`src/rtl/fp_bcd_converter_if.sv`:
```
// Handshake and result bundle between a fixed-point sample source and the BCD converter.
// The converter takes the slave side; the source/display side takes the master side.
interface fp_bcd_converter_if #(
  parameter int WIDTH  = 32,
  parameter int DIGITS = 4
);
  logic                  start;
  logic [WIDTH-1:0]      value;
  logic                  busy;
  logic                  valid;
  logic [4*DIGITS-1:0]   bcd;
  logic                  neg;
  logic                  ovf;

  modport master (output start, value, input busy, valid, bcd, neg, ovf);
  modport slave  (input start, value, output busy, valid, bcd, neg, ovf);
endinterface

```
`src/rtl/fp_bcd_converter.sv`:
```
// Rescales one signed fixed-point sample to a rounded decimal magnitude and converts it to
// packed BCD with an iterative double-dabble engine; sign and saturation are flagged apart.
module fp_bcd_converter #(
  parameter int WIDTH   = 32,
  parameter int FPSHIFT = 10,
  parameter int SCALE   = 1000,
  parameter int DIGITS  = 4
) (
  input  logic               clk,
  input  logic               rst,
  fp_bcd_converter_if.slave  bus
);
  localparam int BW     = 4 * DIGITS;
  localparam int MAG_W  = WIDTH + 1;
  localparam int PROD_W = WIDTH + 2 + $clog2(SCALE);
  localparam int CNT_W  = $clog2(BW + 1);

  localparam logic [MAG_W-1:0]  MAG_ONE = {{(MAG_W-1){1'b0}}, 1'b1};
  localparam logic [PROD_W-1:0] SCALE_C = PROD_W'(SCALE);
  localparam logic [PROD_W-1:0] ROUND_C = {{(PROD_W-1){1'b0}}, 1'b1} << (FPSHIFT - 1);
  localparam logic [PROD_W-1:0] MAX_C   = PROD_W'(10**DIGITS - 1);
  localparam logic [CNT_W-1:0]  LAST_C  = CNT_W'(BW - 1);

  typedef enum logic [1:0] {S_IDLE, S_SCALE, S_CONVERT, S_DONE} state_t;

  state_t              state_r, state_s;
  logic [WIDTH-1:0]    value_r;
  logic [BW-1:0]       bin_r, acc_r, bcd_r;
  logic [CNT_W-1:0]    cnt_r;
  logic                neg_pend_r, ovf_pend_r;
  logic                busy_r, valid_r, neg_r, ovf_r;

  logic [MAG_W-1:0]    ext_s, mag_s;
  logic [PROD_W-1:0]   prod_s, rnd_s;
  logic [BW-1:0]       res_s;
  logic                ovf_s;
  logic [2*BW-1:0]     shift_s;

  // Add 3 to every BCD nibble that is 5 or more, ahead of the next left shift.
  function automatic logic [BW-1:0] dabble_adjust(input logic [BW-1:0] acc);
    logic [BW-1:0] res;
    res = acc;
    for (int i = 0; i < DIGITS; i++) begin
      if (acc[4*i +: 4] >= 4'd5) begin
        res[4*i +: 4] = acc[4*i +: 4] + 4'd3;
      end else begin
        res[4*i +: 4] = acc[4*i +: 4];
      end
    end
    return res;
  endfunction

  // State register.
  always_ff @(posedge clk) begin
    if (rst) begin
      state_r <= S_IDLE;
    end else begin
      state_r <= state_s;
    end
  end

  // Next-state logic.
  always_comb begin
    state_s = state_r;
    case (state_r)
      S_IDLE: begin
        if (bus.start) begin
          state_s = S_SCALE;
        end else begin
          state_s = S_IDLE;
        end
      end
      S_SCALE:   state_s = S_CONVERT;
      S_CONVERT: begin
        if (cnt_r == LAST_C) begin
          state_s = S_DONE;
        end else begin
          state_s = S_CONVERT;
        end
      end
      S_DONE:    state_s = S_IDLE;
      default:   state_s = S_IDLE;
    endcase
  end

  // Magnitude is one bit wider than the input so the most-negative sample negates exactly.
  always_comb begin
    ext_s = {value_r[WIDTH-1], value_r};
    if (value_r[WIDTH-1]) begin
      mag_s = ~ext_s + MAG_ONE;
    end else begin
      mag_s = ext_s;
    end
    prod_s  = PROD_W'(mag_s) * SCALE_C + ROUND_C;
    rnd_s   = prod_s >> FPSHIFT;
    if (rnd_s > MAX_C) begin
      ovf_s = 1'b1;
      res_s = BW'(MAX_C);
    end else begin
      ovf_s = 1'b0;
      res_s = rnd_s[BW-1:0];
    end
    shift_s = {dabble_adjust(acc_r), bin_r};
  end

  // Datapath and registered outputs; results only move in DONE.
  always_ff @(posedge clk) begin
    if (rst) begin
      value_r    <= {WIDTH{1'b0}};
      bin_r      <= {BW{1'b0}};
      acc_r      <= {BW{1'b0}};
      cnt_r      <= {CNT_W{1'b0}};
      neg_pend_r <= 1'b0;
      ovf_pend_r <= 1'b0;
      busy_r     <= 1'b0;
      valid_r    <= 1'b0;
      bcd_r      <= {BW{1'b0}};
      neg_r      <= 1'b0;
      ovf_r      <= 1'b0;
    end else begin
      valid_r <= 1'b0;
      case (state_r)
        S_IDLE: begin
          if (bus.start) begin
            value_r <= bus.value;
            busy_r  <= 1'b1;
          end else begin
            busy_r  <= 1'b0;
          end
        end
        S_SCALE: begin
          bin_r      <= res_s;
          acc_r      <= {BW{1'b0}};
          cnt_r      <= {CNT_W{1'b0}};
          neg_pend_r <= value_r[WIDTH-1] && (res_s != {BW{1'b0}});
          ovf_pend_r <= ovf_s;
        end
        S_CONVERT: begin
          {acc_r, bin_r} <= {shift_s[2*BW-2:0], 1'b0};
          cnt_r          <= cnt_r + {{(CNT_W-1){1'b0}}, 1'b1};
        end
        S_DONE: begin
          bcd_r   <= acc_r;
          neg_r   <= neg_pend_r;
          ovf_r   <= ovf_pend_r;
          valid_r <= 1'b1;
          busy_r  <= 1'b0;
        end
        default: begin
          busy_r <= 1'b0;
        end
      endcase
    end
  end

  assign bus.busy  = busy_r;
  assign bus.valid = valid_r;
  assign bus.bcd   = bcd_r;
  assign bus.neg   = neg_r;
  assign bus.ovf   = ovf_r;
endmodule

```
`src/flat_wrapper.sv`:
```
// flat-port wrapper written by rule: the top's interface ports become plain ports
module fp_bcd_converter_flat 
#(
  parameter int WIDTH   = 32,
  parameter int FPSHIFT = 10,
  parameter int SCALE   = 1000,
  parameter int DIGITS  = 4
)
  (clk, rst, bus_start, bus_value, bus_busy, bus_valid, bus_bcd, bus_neg, bus_ovf);
  fp_bcd_converter_if #(.WIDTH(WIDTH), .DIGITS(DIGITS)) bus_i ();
  input  logic clk;
  input  logic rst;
  input wire logic [$bits(bus_i.start)-1:0] bus_start;
  input wire logic [$bits(bus_i.value)-1:0] bus_value;
  output wire logic [$bits(bus_i.busy)-1:0] bus_busy;
  output wire logic [$bits(bus_i.valid)-1:0] bus_valid;
  output wire logic [$bits(bus_i.bcd)-1:0] bus_bcd;
  output wire logic [$bits(bus_i.neg)-1:0] bus_neg;
  output wire logic [$bits(bus_i.ovf)-1:0] bus_ovf;
  assign bus_i.start = bus_start;
  assign bus_i.value = bus_value;
  assign bus_busy = bus_i.busy;
  assign bus_valid = bus_i.valid;
  assign bus_bcd = bus_i.bcd;
  assign bus_neg = bus_i.neg;
  assign bus_ovf = bus_i.ovf;
  fp_bcd_converter #(.WIDTH(WIDTH), .FPSHIFT(FPSHIFT), .SCALE(SCALE), .DIGITS(DIGITS)) u_core (.clk(clk), .rst(rst), .bus(bus_i));
endmodule
```
`config.mk`:
```
export PLATFORM = sky130hd
export DESIGN_NAME = fp_bcd_converter_flat
export DESIGN_NICKNAME = d
export VERILOG_FILES = /design/src/rtl/fp_bcd_converter_if.sv /design/src/rtl/fp_bcd_converter.sv /design/src/flat_wrapper.sv
export SDC_FILE = /design/constraint.sdc
export NUM_CORES = 1
export LEC_CHECK = 0
export BUFFER_PORTS_ARGS = -buffer_cell sky130_fd_sc_hd__buf_4
export CAP_MARGIN = 40
export CORE_MARGIN = 2
export CORE_UTILIZATION = 50
export DETAILED_ROUTE_END_ITERATION = 6
export HOLD_SLACK_MARGIN = 0.05
export PLACE_DENSITY_LB_ADDON = 0.08
export SLEW_MARGIN = 20
export SYNTH_ARGS = -nofsm -noshare
export SYNTH_HDL_FRONTEND = slang
export SYNTH_SLANG_ARGS = --single-unit
```
`constraint.sdc`:
```
create_clock -name clk -period 13 [get_ports clk]
set_input_delay 0.65 -clock clk [delete_from_list [all_inputs] [get_ports clk]]
set_output_delay 0.65 -clock clk [all_outputs]
set_load 0.02 [all_outputs]
```
==> out/qor.yml <==
final_layout:
  final_util: 0.549
  drive_above_1_share: 0.0853
  seqCellArea_mm2: 0.00186
  fillCellCount: 2267
  most-common-layout-cells: "nand2_1 (186), inv_1 (159), a21oi_1 (112), nor2_1 (102), fa_1 (98)"
  fin_cells: 1833
  fin_nets: 1734
  layout_commonest_cell: "nand2_1"
  multiInputGateArea_mm2: 0.00911
  area_growth_pct: 8.41
worst_setup_path:
  critical_path.startpoint_type: "flip-flop"
  arrival_ps: 9630
  required_ps: 13230
  max_stage_delay_ps: 640
  crit_fanout: 14
  end_kind: "flip-flop"
  cpMaxStageDelayCell: "nor4_1"
  crit_type: "flip-flop to flip-flop"
sta:
  worst_pin_slew_ps: 862
  finalSetupViolations: 0
  setup_ws_ps: 3600
  slew_headroom: 0.420
  fin_crit_ps: 9400
  setup_tns_ps: 0
  rsz0062_at_grt: "no"
  hold_viol_final: 0
  finClkSkew_ps: 9.25
  slew_viol_final: 0
  period_share: 0.723
  max_freq_mhz: 106
placement:
  port_buffers: 54
  placedCellCount: 1808
  gp_congestion: 0.948
  pre_cts_slack_ps: 3670
  dp_hpwl_mm: 22.2
floorplanning:
  core_area_mm2: 0.0233
  die_area_mm2: 0.0249
  initial_core_util: 0.507
  die_y_um: 158
  core.rowCount: 56
  die_w_um: 158
  io_pins: 55
global_route:
  grt_pass1_wl_mm: 48.4
  grt_pass1_vias: 10100
  grt.total_usage: 0.237
  antenna_found_initial: 0
  overflow: 0
  grt_max_degree: 76
routing:
  routed_wl_mm: 28.1
  wl_met1_mm: 13.6
  vias_per_cell: 5.60
  dr_wl_met3_mm: 1.10
  detail-route-antenna-nets: 0
  post_drt_wl_per_cell_um: 15.3
  vias: 10300
  drc_errors: 0
  first_iter_violations: 674
  dr_wl_met2_mm: 13.0
  dr.max_layer_used: "met4"
  drt-pass1-iter-count: 5
clocking:
  cts_hold_buf: 0
  worstSkewPairLatency_ps: 360
  cts_tree: "done"
  clk_root_buffer_cell: "clkbuf_16"
  cts_resized: 0
  cts.clk_slew.worst_paths_ps: 80
  htreeDepth: 3
  post_cts_buffers: 0
  cts-buffers-inserted: 9
  clock_path_buffers: 2
  cts_sinks: 93
min_path:
  hold_path_class: "flip-flop to flip-flop"
logic_synthesis:
  syn_avg_cell_area_um2: 7.97
  synthArstFlopShare: 0
  yosysWarnings: 0
  yosysTopAreaCell: "fa_1"
  synthDistinctLibCells: 93
  yosysSeqAreaShare: 0.157
  ys_top_cells_by_area: "fa_1 (17%), dfxtp_1 (16%), ha_1 (9.8%)"
  synth_top_cell_area_share: 0.166
  ys.flop_type: "dfxtp_1"
  synthCells: 1484
  syn_area_mm2: 0.0118
  synth_edf_count: 0
  ys_seq_elements: 93
job:
  maxCapViolCount: 0
status:
  status: "finished clean"
kinds of logic (layout without fill, tap and decap cells):
logic type	after synthesis	count (layout)	synth area share
AND/OR/NAND/NOR	490	490	0.197
AO/OA/AOI/OAI	332	332	0.185
buffers and inverters	220	245	0.0732
adder cells (fa/ha/maj)	196	196	0.269
XOR/XNOR	119	119	0.0901
flip-flops	93	93	0.157
multiplexers	32	32	0.0275
other	2	7	0.000635
flip-flops by register name, summed over array words and instances (netlist names):
signal and flops:
u_core.neg_pend_r 1, u_core.bus.valid 1, u_core.value_r 32, u_core.bus.busy 1, u_core.bin_r 16, u_core.bus.ovf 1
u_core.ovf_pend_r 1, u_core.cnt_r 5, u_core.state_r 2, u_core.bus.bcd 16, u_core.acc_r 16, u_core.bus.neg 1
worst paths after layout:
kind                                          from           endpoint  slack, ps  cells past startpoint
worst max-delay path            u_core.value_r[13]  u_core.neg_pend_r       3600                     28
worst min-delay path              u_core.bin_r[10]   u_core.bin_r[10]        450                      2
worst max register to register  u_core.value_r[13]  u_core.neg_pend_r       3600                     28
worst min register to register    u_core.bin_r[10]   u_core.bin_r[10]        450                      2
critical path, delay by kind of cell (launching register included):
kind / cells / cell delay [ps]
AOI/OAI and AO/OA: 3 / 470
buffers and inverters: 3 / 180
muxes: 1 / 160
and+or+nand+nor: 14 / 4940
xor gates and xnor gates: 2 / 880
adders and majority gates: 5 / 2270
DFF: 1 / 380
cell usage after synthesis, drive strengths merged (13+ instances only):
master and instances:
nand2 186, inv 160, a21oi 112, nor2 102
fa 98, dfxtp 93, ha 93, o21ai 82
xnor2 78, clkbuf 44, xor2 41, nor3 32
nand3 31, mux2i 28, nand4 23, buf 16
nor4 16, nand2b 15, or2 15, and3 14
a31oi 13, o21a 13, or3 13
layer usage:
metal	up-vias	global-route usage
li1	5130	-
met1	4878	0.327
met2	225	0.401
met3	27	0.0230
met4	0	0.0558
met5	-	0
metrics by stage:
stage	hold slack, ps	area (um^2)
after global placement	434	12400
after CTS	456	12700
after global routing	491	12800
after floorplan	420	11800
after detailed placement	438	12400
final	454	12800
area by class of cell:
| cell class | count | area share |
|---|---|---|
| Clock inverter | 7 | 0.00674 |
| Clock buffer | 9 | 0.0176 |
| Antenna cell | 1 | 0.000195 |
| Multi-Input combinational cell | 1175 | 0.711 |
| Timing Repair Buffer | 69 | 0.0415 |
| Tap cell | 319 | 0.0311 |
| Sequential cell | 93 | 0.145 |
| Inverter | 160 | 0.0469 |
Power is left out: the tool's default activity adds up to more than one toggle a clock period on the data nets, which glitch-free logic cannot reach.
